## config.mk

```make
export PLATFORM = sky130hd
export DESIGN_NAME = ifu_fetch
export DESIGN_NICKNAME = d
export VERILOG_FILES = /design/src/rtl/ifu_fetch.sv
export SDC_FILE = /design/constraint.sdc
export NUM_CORES = 1
export LEC_CHECK = 0
export ABC_AREA = 0
export ABC_CLOCK_PERIOD_IN_PS = 4600
export BUFFER_PORTS_ARGS = -buffer_cell sky130_fd_sc_hd__buf_2
export CORE_MARGIN = 4
export CORE_UTILIZATION = 30
export CTS_CLUSTER_SIZE = 8
export DETAILED_ROUTE_END_ITERATION = 16
export PLACE_DENSITY = 0.5
export SETUP_SLACK_MARGIN = 0.1
export SYNTH_ARGS = -nofsm -noshare
export SYNTH_HDL_FRONTEND = slang
export SYNTH_SLANG_ARGS = --single-unit
```

## constraint.sdc

```tcl
create_clock -name clk -period 4.6 [get_ports clk]
set_input_delay 0.46 -clock clk [delete_from_list [all_inputs] [get_ports clk]]
set_output_delay 0.46 -clock clk [all_outputs]
set_load 0.005 [all_outputs]
```

## src/rtl/ifu_fetch.sv

```systemverilog
// Instruction fetch: 1-cycle ITCM requests, 2-entry {pc,inst} buffer to decode, credit-limited to 2 outstanding.
// Redirect-to-decode latency 2 cycles; IFU_MISALIGN_CHK_EN adds misaligned-redirect trap and ERR hold.
module ifu_fetch #(
    parameter int DW = 32,
    parameter int AW = 32,
    parameter logic [AW-1:0] RESET_PC = 32'h0000_0000
) (
    input  logic          clk,
    input  logic          rst_n,
    output logic [AW-1:0] pc_from_ifu,
    output logic          ifureq_to_itcm,
    input  logic [DW-1:0] inst_to_ifu,
    input  logic          itcm_ready_to_ifu,
    input  logic          redirect_valid,
    input  logic [AW-1:0] redirect_pc,
    output logic          inst_valid_to_idu,
    output logic [DW-1:0] inst_to_idu,
    output logic [AW-1:0] pc_to_idu,
    input  logic          idu_ready,
    output logic          misalign_to_exu,
    output logic [AW-1:0] misalign_addr_to_exu
);

    typedef enum logic [1:0] {S_IDLE, S_FETCH, S_ERR} state_t;

    state_t        r_state;
    state_t        w_state_nxt;
    logic [AW-1:0] r_fetch_pc;
    logic          r_inflight;
    logic [AW-1:0] r_inflight_pc;
    logic [AW-1:0] r_fifo_pc   [2];
    logic [DW-1:0] r_fifo_inst [2];
    logic          r_wr_ptr;
    logic          r_rd_ptr;
    logic [1:0]    r_count;

    logic [AW-1:0] w_redir_pc;
    logic          w_misalign;
    logic          w_redir_ok;
    logic          w_pop;
    logic          w_push;
    logic          w_issue;
    logic [2:0]    w_used;

`ifdef IFU_MISALIGN_CHK_EN
    assign w_redir_pc = redirect_pc;
    assign w_misalign = redirect_valid & (redirect_pc[1:0] != 2'b00);
`else
    assign w_redir_pc = redirect_pc & ~{{(AW-2){1'b0}}, 2'b11};
    assign w_misalign = 1'b0;
`endif
    assign w_redir_ok = redirect_valid & ~w_misalign;

    assign pc_from_ifu       = redirect_valid ? w_redir_pc : r_fetch_pc;
    assign inst_valid_to_idu = (r_count != 2'd0) & ~redirect_valid;
    assign inst_to_idu       = r_fifo_inst[r_rd_ptr];
    assign pc_to_idu         = r_fifo_pc[r_rd_ptr];
    assign w_pop             = inst_valid_to_idu & idu_ready;

    // Occupied slots next cycle if nothing new is issued; keeps buffered + in-flight <= 2.
    assign w_used  = {1'b0, r_count} + {2'b00, r_inflight} - {2'b00, w_pop};
    assign w_issue = w_redir_ok | ((r_state == S_FETCH) & ~redirect_valid & (w_used < 3'd2));
    assign ifureq_to_itcm = w_issue;

    // r_inflight gates stale responses from requests made before a reset.
    assign w_push = itcm_ready_to_ifu & r_inflight & ~redirect_valid & (r_state != S_ERR);

    always_comb begin
        w_state_nxt = r_state;
        case (r_state)
            S_IDLE:  w_state_nxt = S_FETCH;
            S_FETCH: w_state_nxt = S_FETCH;
            S_ERR:   w_state_nxt = w_redir_ok ? S_FETCH : S_ERR;
            default: w_state_nxt = S_IDLE;
        endcase
        if (w_misalign) begin
            w_state_nxt = S_ERR;
        end
    end

    always_ff @(posedge clk or negedge rst_n) begin
        if (!rst_n) begin
            r_state       <= S_IDLE;
            r_fetch_pc    <= RESET_PC;
            r_inflight    <= 1'b0;
            r_inflight_pc <= '0;
        end else begin
            r_state    <= w_state_nxt;
            r_inflight <= w_issue;
            if (w_issue) begin
                r_fetch_pc    <= pc_from_ifu + AW'(4);
                r_inflight_pc <= pc_from_ifu;
            end
        end
    end

    always_ff @(posedge clk or negedge rst_n) begin
        if (!rst_n) begin
            r_fifo_pc[0]   <= '0;
            r_fifo_pc[1]   <= '0;
            r_fifo_inst[0] <= '0;
            r_fifo_inst[1] <= '0;
            r_wr_ptr       <= 1'b0;
            r_rd_ptr       <= 1'b0;
            r_count        <= 2'd0;
        end else if (redirect_valid) begin
            r_wr_ptr <= 1'b0;
            r_rd_ptr <= 1'b0;
            r_count  <= 2'd0;
        end else begin
            if (w_push) begin
                r_fifo_pc[r_wr_ptr]   <= r_inflight_pc;
                r_fifo_inst[r_wr_ptr] <= inst_to_ifu;
                r_wr_ptr              <= ~r_wr_ptr;
            end
            if (w_pop) begin
                r_rd_ptr <= ~r_rd_ptr;
            end
            case ({w_push, w_pop})
                2'b10:   r_count <= r_count + 2'd1;
                2'b01:   r_count <= r_count - 2'd1;
                default: r_count <= r_count;
            endcase
        end
    end

`ifdef IFU_MISALIGN_CHK_EN
    logic          r_misalign;
    logic [AW-1:0] r_misalign_addr;

    always_ff @(posedge clk or negedge rst_n) begin
        if (!rst_n) begin
            r_misalign      <= 1'b0;
            r_misalign_addr <= '0;
        end else begin
            r_misalign <= w_misalign;
            if (w_misalign) begin
                r_misalign_addr <= redirect_pc;
            end
        end
    end

    assign misalign_to_exu      = r_misalign;
    assign misalign_addr_to_exu = r_misalign_addr;
`else
    assign misalign_to_exu      = 1'b0;
    assign misalign_addr_to_exu = '0;
`endif

endmodule

```

# Word-level counts from Yosys, hierarchy flattened

Index checks and enable logic that the tools add are counted.

Bits in registers: 199
Input bits: 69
Output and inout port bits: 131
Word-level logic and storage cells: 65

Add/sub/neg operators: 5
Order comparisons: 4
Equal/unequal tests: 5
Multiplexer cells: 19
Bitwise operators: 13
Reductions and logical operators: 8

Operators with widths:

| cell                                                                         | number |
|---|---|
| 32-bit 2-to-1 mux                                                            | 8 |
| 64-bit bitwise mux                                                           | 2 |
| 32-bit by 3-bit adder with 32-bit output, second input constant              | 1 |
| 32-bit demux with 1-bit select                                               | 1 |
| 2-bit case mux with 2 select lines                                           | 2 |
| 1-bit AND                                                                    | 7 |
| 2-bit nonzero test                                                           | 3 |
| 2-bit by 1-bit == test with 1-bit output, second input constant              | 2 |
| 2-bit == test, second input constant                                         | 2 |
| 2-bit >= comparator, second input constant                                   | 2 |
| 1-bit 2-to-1 mux                                                             | 4 |
| 2-bit 2-to-1 mux                                                             | 2 |
| 1-bit NOT with 2-bit output                                                  | 2 |
| 2-bit by 1-bit adder with 3-bit output                                       | 1 |
| 3-bit by 2-bit less-than comparator with 1-bit output, second input constant | 1 |
| 1-bit NOT                                                                    | 3 |
| 3-bit nonzero test                                                           | 1 |
| 3-bit by 1-bit subtractor with 3-bit output                                  | 1 |
| 2-bit by 1-bit adder with 2-bit output, second input constant                | 1 |
| 2-bit logical NOT                                                            | 1 |
| 2-bit by 1-bit less-than comparator with 1-bit output, second input constant | 1 |
| 2-bit != test, second input constant                                         | 1 |
| 2-bit AND reduction                                                          | 1 |
| 2-bit OR reduction                                                           | 1 |
| other kinds (3)                                                              | 3 |

# Depth between registers and ports, before layout

Gate-level depths: netlist (run 1).

Word-level depth: 7
Depth in mapped cells: 16
Mapped depth without buffers: 12

# Worst setup path before layout (run 1)

OpenSTA, ideal clock, no wires.

Kind: input to output
From: input redirect_valid
To: output ifureq_to_itcm
Arrival time: 3.130 ns
Setup slack: 1.010 ns
Stages: 14
Buffers on the path: 6
Path through: buf_4 -> buf_4 -> buf_4 -> buf_2 -> nor2_1 -> nand2_1 -> nor2_1 -> o21ai_0 -> fa_1 -> xor2_1 -> o31a_1 -> inv_2 -> clkbuf_1 -> buf_2

Cells in the longest elaborated chain, start to end: 7
Elaborated cells on any way between the ends: 8
Those cells by class: add/sub: 1; order compare: 1; bitwise: 6

Ends and longest elaborated chain:

| item                                                  | RTL line | source |
|---|---|---|
| from (decl)                                           | 14       | `input logic redirect_valid,` |
| 1-bit NOT (no line)                                   | -        |  |
| 1-bit AND                                             | 55       | `assign inst_valid_to_idu = (r_count != 2'd0) & ~redirect_valid;` |
| named net inst_valid_to_idu                           | 16       | `output logic inst_valid_to_idu,` |
| 1-bit AND                                             | 58       | `assign w_pop = inst_valid_to_idu & idu_ready;` |
| 3-bit by 1-bit subtractor with 3-bit output           | 61       | `assign w_used = {1'b0, r_count} + {2'b00, r_inflight} - {2'b00, w_pop};` |
| 3-bit by 2-bit less-than comparator with 1-bit output | 62       | `assign w_issue = w_redir_ok \| ((r_state == S_FETCH) & ~redirect_valid & (w_used < 3'd2));` |
| 1-bit AND                                             | 62       |  |
| 1-bit bitwise OR                                      | 62       |  |
| to (decl)                                             | 11       | `output logic ifureq_to_itcm,` |

The timed path passes the listed nets, and every way through them passes these cells.

# Final worst setup path (run 1)

From: register r_count[1]
To: output ifureq_to_itcm

Cells in the longest elaborated chain, start to end: 7
Elaborated cells on any way between the ends: 8
Those cells by class: add/sub: 2; order compare: 1; bitwise: 4; reduce/logical: 1

Ends and longest elaborated chain:

| item                                                      | RTL line | source |
|---|---|---|
| from (decl)                                               | 35       | `logic [1:0] r_count;` |
| from (signal assigned)                                    | 120      | `2'b10: r_count <= r_count + 2'd1;` |
| from (signal assigned)                                    | 121      | `2'b01: r_count <= r_count - 2'd1;` |
| from (signal assigned)                                    | 122      | `default: r_count <= r_count;` |
| 2-bit nonzero test                                        | 55       |  |
| 1-bit AND                                                 | 55       |  |
| 1-bit AND                                                 | 58       |  |
| 3-bit by 1-bit subtractor with 3-bit output (*)           | 61       |  |
| 3-bit by 2-bit less-than comparator with 1-bit output (*) | 62       |  |
| 1-bit AND (*)                                             | 62       |  |
| 1-bit bitwise OR (*)                                      | 62       |  |

Every way passes the cells marked *; elsewhere a longest branch is shown, timed or not.

==> summary.md, run 1 <==
| Metric | Value |
|---|---|
| Initial Util | `0.305` |
| Synth Register Bits | `197` |
| Setup TNS | `0 ns` |
| FF-to-FF setup slack | `1.14 ns` |
| Net load switching power | `1.90 mW` |
| Setup bufs post-CTS | `0` |
| Fraction of layout cells with a size suffix above 1 | `0.439` |
| WS Path Type | `reg -> out` |
| Fill count | `3,224` |
| Clk pwr share | `0.244` |
| Syn-to-layout area delta | `17.3%` |
| Via count | `6,399` |
| Post-DP HPWL | `16.1 mm` |
| Root Buffer | `clkbuf_16` |
| Worst Path Arrival | `3.29 ns` |
| Final worst-path cycle share | `0.816` |
| Setup crit start kind | `register` |
| Top FF cell, synth | `dfrtp_1` |
| Sequential cell area | `4930 um2` |
| GRT Resource Usage Total | `0.135` |
| Iteration-0 DRC Markers | `213` |
| Cts hold-fix bufs | `0` |
| Number of global-route vias before repair | `6,701` |
| Via density | `4.71` |
| Endpoints failing hold | `0` |
| Post-Route WL | `23.6 mm` |
| Post-synth EDFFs | `0` |
| ANT cells | `0` |
| Remaining antenna violation count after routing | `0` |
| Multi-input gate area | `4340 um2` |
| CORE AREA | `31,700 um2` |
| Sequential area share after synthesis | `0.509` |
| RSZ-0062 raised after global routing | `false` |
| # rows | `65` |
| Syn_area_per_cell | `12.2 um2` |
| DR pass1 iterations | `4` |
| Post-layout instance area | `11,400 um2` |
| Worst slew pin tran | `1.10 ns` |
| Dpl cell area | `10,800 um2` |
| Combinational share of power | `0.298` |
| Clock transition at path regs | `0.07 ns` |
| Total gr overflow | `0` |
| Clk Latency, worst-skew pair | `0.44 ns` |
| Number of I/O port buffers | `164` |
| Ys async rst share | `1.00` |
| Worst-case reg-to-reg path depth | `13` |
| Chip height | `188 um` |
| Synth top area share | `0.509` |
| Slack of the critical path | `0.848 ns` |
| # clock sinks | `197` |
| Reg-to-reg critical path startpoint | `r_count[1]` |
| Most frequent cells in the layout | `mux2_2, dfrtp_1, buf_2` |
| VDD IR max | `0.232 mV` |
| Max Clock Skew | `0.0138 ns` |
| Routed WL per cell | `17.4 um` |
| Slew Limit Fails | `0` |
| Finish-stage setup viols | `0` |
| Static Leakage | `5.09 nW` |
| Initial antenna violation count | `1` |
| Worst Path Max Fanout | `33` |
| TritonCTS clock tree | `yes` |
| Slew HR | `0.268` |
| Cell taking the most area after synthesis | `dfrtp_1` |
| Worst hold slack | `0.0837 ns` |
| DIE AREA | `35,200 um2` |
| H-Tree Depth | `4` |
| Post-CTS resize count | `0` |
| CTS max path bufs | `2` |
| Synth cell types | `61` |
| First-pass GRT wire length | `37.9 mm` |
| Crit end category | `output port` |
| Post-Synthesis Cells | `793` |
| I/O Pins | `200` |
| Utilization after layout | `0.358` |
| Status | `finished clean` |
| Hold crit path type | `in -> async` |
| Sw frac | `0.306` |
| Internal Power | `4.31 mW` |
| Final min period | `3.75 ns` |
| RR Endpoint | `r_fetch_pc[25]` |
| Max Fclk | `0.267 GHz` |
| Largest net degree at the start of global routing | `108` |
| Flop pwr share | `0.458` |
| Synth top area cells | `dfrtp_1, mux2_2, buf_4, mux2i_1, nor2_1` |
| CTS buffer count | `17` |
| Pre-CTS setup slack | `1.07 ns` |
| Cell area after synthesis | `9690 um2` |
| Worst EP required | `4.14 ns` |
| YS warnings | `0` |
| Gpl congestion | `0.734` |
| Commonest non-fill, non-tap cell in the layout | `mux2_2` |
| DRC viols | `0` |
| Pwr dens | `546 nW/um2` |
| Die width | `188 um` |
| Nets | `1,014` |
| Max-capacitance violation count | `0` |
## cells by family (layout without fill, tap and decap cells)
group / after synthesis / in the layout / share of synthesized area
other: 1 / 33 / 0.000387
adder cells (fa/ha/maj): 2 / 2 / 0.00336
multiplexers: 225 / 225 / 0.258
AND/OR/NAND/NOR: 160 / 160 / 0.0902
AO/OA/AOI/OAI: 86 / 86 / 0.0608
XOR/XNOR: 23 / 23 / 0.0208
buffers and inverters: 99 / 230 / 0.0570
flip-flops: 197 / 197 / 0.509
## worst max-delay path by stage
stage / from / to / depth (start not counted)
after floorplan: redirect_valid / ifureq_to_itcm / 14
after global placement: redirect_valid / r_fetch_pc[23] / 14
after detailed placement: redirect_valid / r_fetch_pc[25] / 13
after CTS: r_count[1] / ifureq_to_itcm / 11
after global routing: r_count[1] / ifureq_to_itcm / 11
final: r_count[1] / ifureq_to_itcm / 11
## per-stage QoR
stage / power, mW / instances
floorplan: 4.02 / 825
global placement: 4.73 / 1326
detailed placement: 4.77 / 1326
CTS: 6.32 / 1358
global route: 6.66 / 1358
finish: 6.20 / 1358
## worst max-delay path, stage by stage (launching register included)
cell,delay (ns)
dfrtp_1,0.51
nor2_1,0.07
nor2_1,0.13
nand2_1,0.09
nor2_1,0.16
o21ai_0,0.14
fa_1,0.39
xor2_1,0.16
o31a_1,0.28
buf_4,0.22
inv_2,0.48
buf_2,0.22
## Yosys cell counts, drive strengths merged, types with 4 or more instances
master,number
o31ai,4
nand3b,7
o21a,6
nand3,18
dfrtp,197
inv,25
mux2i,24
o21ai,9
a22oi,4
nand4b,5
nor3,9
nand4,11
buf,62
nand2b,4
clkbuf,12
and3,6
xor2,5
and4,4
nor2,58
a21oi,41
mux2,201
xnor2,18
nor2b,9
nand2,22
## flip-flops by register name (all words and copies together) (netlist names)
signal and count:
r_inflight_pc 30, r_fetch_pc 32, r_inflight 1, r_state 2, r_wr_ptr 1, r_rd_ptr 1
r_fifo_inst 64, r_fifo_pc 64, r_count 2
## area by class of cell
type	count	area share
flip-flops and latches	197	0.434
multi-input cells	529	0.382
repair buffers	173	0.0803
well taps	402	0.0443
clock buffers	21	0.0405
clock inverters	11	0.0110
inverters	25	0.00826
## power groups by stage
stage          Combinational, mW  Sequential (mW)  Clock [mW]
2_1_floorplan               1.31             2.72           0
3_3_place_gp                1.87             2.86           0
3_5_place_dp                1.90             2.88           0
4_1_cts                     1.90             2.85        1.57
5_1_grt                     2.07             2.95        1.64
6_report                    1.85             2.84        1.51
## metal layers
metal  routed length, um  global-route usage  vias to the layer above
met5                  13                   0                        -
met3                1230              0.0372                       10
li1                    -                   -                     3040
met1               11000               0.183                     3202
met2               11200               0.215                      145
met4                 157              0.0333                        2
Note: power is estimated with default switching activity, not from simulation.
==> run 2, diff against run 1 <==
- ABC_AREA: 0 -> 1
- ABC_CLOCK_PERIOD_IN_PS: 4600 -> 3700
- clock period: 4.6 -> 3.7 ns (I/O delays scaled with it)
==> summary.md, run 2 <==
| Metric | Value |
|---|---|
| Number of I/O port buffers | `164 (unchanged)` |
| Largest delay share family, worst path | `simple AND/OR/NAND/NOR gates (was buffers and inverters)` |
| CTS max path bufs | `2 (unchanged)` |
| ANT cells | `0 (unchanged)` |
| Number of global-route vias before repair | `7,612 (was 6,701)` |
| Max Fclk | `0.306 GHz` |
| Worst Path Max Fanout | `25 (was 33)` |
| CP max stage delay | `0.49 ns (was 0.51 ns)` |
| RSZ-0062 raised after global routing | `false (unchanged)` |
| WS Path Type | `reg -> out (unchanged)` |
| Final worst-path cycle share | `0.883` |
| Chip height | `189 um (was 188 um)` |
| Largest net degree at the start of global routing | `88 (was 108)` |
| I/O Pins | `200 (unchanged)` |
| Max Clock Skew | `0.0189 ns (was 0.0138 ns)` |
| Synth top area cells | `dfrtp_1, nand2_1, o21ai_0, mux2_2, inv_1 (was dfrtp_1, mux2_2, buf_4, mux2i_1, nor2_1)` |
| Max-capacitance violation count | `0 (unchanged)` |
| Syn_area_per_cell | `8.48 um2 (was 12.2 um2)` |
| Initial antenna violation count | `0 (was 1)` |
| Status | `finished with violations (was finished clean)` |
| Synth top cells by count | `nand2_1, dfrtp_1, o21ai_0, inv_1, nor2_1 (was mux2_2, dfrtp_1, nor2_1, a21oi_1, buf_4)` |
| Via count | `7,628 (was 6,399)` |
| Cts hold-fix bufs | `0 (unchanged)` |
| Most numerous cell in the Yosys netlist | `nand2_1 (was mux2_2)` |
| Total gr overflow | `0 (unchanged)` |
| Root Buffer | `clkbuf_16 (unchanged)` |
| Via density | `4.36 (was 4.71)` |
| DIE AREA | `35,700 um2 (was 35,200 um2)` |
| Clock transition at path regs | `0.07 ns (about the same)` |
| Dpl cell area | `10,900 um2 (was 10,800 um2)` |
| Synth Register Bits | `197 (unchanged)` |
| Pwr dens | `762 nW/um2 (was 546 nW/um2)` |
| Violated checks | `hold timing` |
| Worst Path Arrival | `2.90 ns (was 3.29 ns)` |
| TritonCTS clock tree | `yes (unchanged)` |
| Synth cell types | `38 (was 61)` |
| # rows | `66 (was 65)` |
| Post-CTS resize count | `0 (unchanged)` |
| Cell Chain, Critical Path | `nor2_1 -> nor2_1 -> nand2_1 -> inv_1 -> nand2_1 -> nand2_1 -> nand2_1 -> fa_1 -> nand2_1 -> nor2_1 -> nand2_1 -> nand2_2 -> buf_4 -> buf_2 (was nor2_1 -> nor2_1 -> nand2_1 -> nor2_1 -> o21ai_0 -> fa_1 -> xor2_1 -> o31a_1 -> buf_4 -> inv_2 -> buf_2)` |
| Clk Latency, worst-skew pair | `0.44 ns (about the same)` |
| Worst slew pin tran | `0.792 ns (was 1.10 ns)` |
| Most frequent cells in the layout | `nand2_1, dfrtp_1, buf_2 (was mux2_2, dfrtp_1, buf_2)` |
| Worst hold slack | `-0.00507 ns (was 0.0837 ns)` |
| H-Tree Depth | `4 (unchanged)` |
| Final min period | `3.27 ns` |
| Slew HR | `0.472 (was 0.268)` |
| GRT Resource Usage Total | `0.143 (was 0.135)` |
| WP buf/inv | `3 (unchanged)` |
| Ys async rst share | `1.00 (unchanged)` |
| Fraction of layout cells with a size suffix above 1 | `0.244 (was 0.439)` |
| DRC viols | `0 (unchanged)` |
| Setup crit start kind | `register (unchanged)` |
| YS warnings | `0 (unchanged)` |
| Cell taking the most area after synthesis | `dfrtp_1 (unchanged)` |
| # clock sinks | `197 (unchanged)` |
| Iteration-0 DRC Markers | `456 (was 213)` |
| Worst EP required | `3.33 ns (was 4.14 ns)` |
| Utilization after layout | `0.354 (was 0.358)` |
| Post-Route WL | `25.1 mm (was 23.6 mm)` |
| First-pass GRT wire length | `41.2 mm (was 37.9 mm)` |
| Slowest stage cell, crit path | `fa_1 (was dfrtp_1)` |
| VDD IR max | `0.317 mV (was 0.232 mV)` |
| Routed WL per cell | `14.3 um (was 17.4 um)` |
| Setup bufs post-CTS | `0 (unchanged)` |
| Syn-to-layout area delta | `17.0% (was 17.3%)` |
| Biggest regs | `r_fifo_inst x64, r_fifo_pc x64, r_fetch_pc x32 (unchanged)` |
| Top FF cell, synth | `dfrtp_1 (unchanged)` |
| Remaining antenna violation count after routing | `0 (unchanged)` |
| DR pass1 iterations | `5 (was 4)` |
| Setup TNS | `0 ns (unchanged)` |
| Die width | `189 um (was 188 um)` |
| Endpoints failing hold | `1 (was 0)` |
| Most frequent CP cell | `nand2_1 (was nor2_1)` |
| Post-Synthesis Cells | `1,159 (was 793)` |
| CTS buffer count | `17 (unchanged)` |
| Sequential area share after synthesis | `0.502 (was 0.509)` |
| Finish-stage setup viols | `0 (unchanged)` |
| Post-DP HPWL | `17.5 mm (was 16.1 mm)` |
| Cell area after synthesis | `9830 um2 (was 9690 um2)` |
| Worst-case reg-to-reg path depth | `17 (was 13)` |
| WP depth | `14 (was 11)` |
| Post-layout instance area | `11,500 um2 (was 11,400 um2)` |
| Slew Limit Fails | `0 (unchanged)` |
| Post-synth EDFFs | `0 (unchanged)` |
| Synth top area share | `0.502 (was 0.509)` |
| Initial Util | `0.303 (was 0.305)` |
| Nets | `1,368 (was 1,014)` |
| Crit end category | `output port (unchanged)` |
| Hold crit path type | `in -> async (unchanged)` |
| Static Leakage | `5.83 nW (was 5.09 nW)` |
| Gpl congestion | `0.801 (was 0.734)` |
| Commonest non-fill, non-tap cell in the layout | `nand2_1 (was mux2_2)` |
| CORE AREA | `32,500 um2 (was 31,700 um2)` |
## run 2: logic make-up (layout without fill, tap and decap cells)
family / Yosys count / after routing / share of synthesized area
muxes: 64 / 64 / 0.0733
other: 1 / 33 / 0.000382
adders and majority gates: 2 / 2 / 0.00331
DFF: 197 / 197 / 0.502
xor gates and xnor gates: 3 / 3 / 0.00267
AOI/OAI and AO/OA: 195 / 195 / 0.109
buffers and inverters: 209 / 327 / 0.102
and+or+nand+nor: 488 / 488 / 0.207
## run 2: final timing paths
check / from / end / slack [ns]
setup / recovery: r_count[1] / ifureq_to_itcm / 0.43
hold / removal: rst_n / r_fifo_inst[27] / -0.005
min in group clk: inst_to_ifu[8] / r_fifo_inst[8] / 0.21
hold reg to reg: r_fifo_pc[8] / r_fifo_pc[8] / 0.48
max in group asynchronous: rst_n / r_fifo_inst[34] / 2.55
setup reg to reg: r_count[1] / r_fetch_pc[14] / 0.88
## run 2: metal layers
metal	track usage	vias to the layer above	part of all wire
met5	0	-	0
met4	0.0398	0	0.014
met3	0.0262	16	0.042
met2	0.217	175	0.43
met1	0.212	3527	0.51
li1	-	3910	-
## run 2: power breakdown
group          total, mW  internal, mW  switching [mW]
Sequential          3.61          3.14           0.466
Combinational       3.36          1.43            1.94
Clock               1.79         0.901           0.886
## run 2: layout make-up
cell class,count,area [um2]
fill,3429,21000
sequential,197,4930
multi-input combinational,785,4030
timing repair buffer,177,977
tap,442,553
inverter,119,452
clock buffer,18,439
clock inverter,13,114
## run 2: per-stage QoR
stage          total power [mW]  worst slack (ns)  cells
6_report                   8.76             0.433   1751
5_1_grt                    9.57             0.154   1751
4_1_cts                    8.92             0.375   1751
3_5_place_dp               7.06             0.725   1720
3_3_place_gp               6.99             0.755   1720
2_1_floorplan              5.76             0.887   1191
## run 2: worst reg2reg max path, cell delays in order, from the launching register on
cell     delay (ns)
dfrtp_1        0.46
nor2_1         0.06
nor2_1         0.14
nand2_1        0.14
inv_1          0.10
nand2_1        0.07
nand2_1        0.06
nand2_1        0.06
fa_1           0.49
nand2_1        0.05
nor2_1         0.09
nand2_1        0.10
nand2_2        0.19
inv_2          0.06
buf_4          0.24
nor2_1         0.23
o21ai_0        0.13
nand3_1        0.10
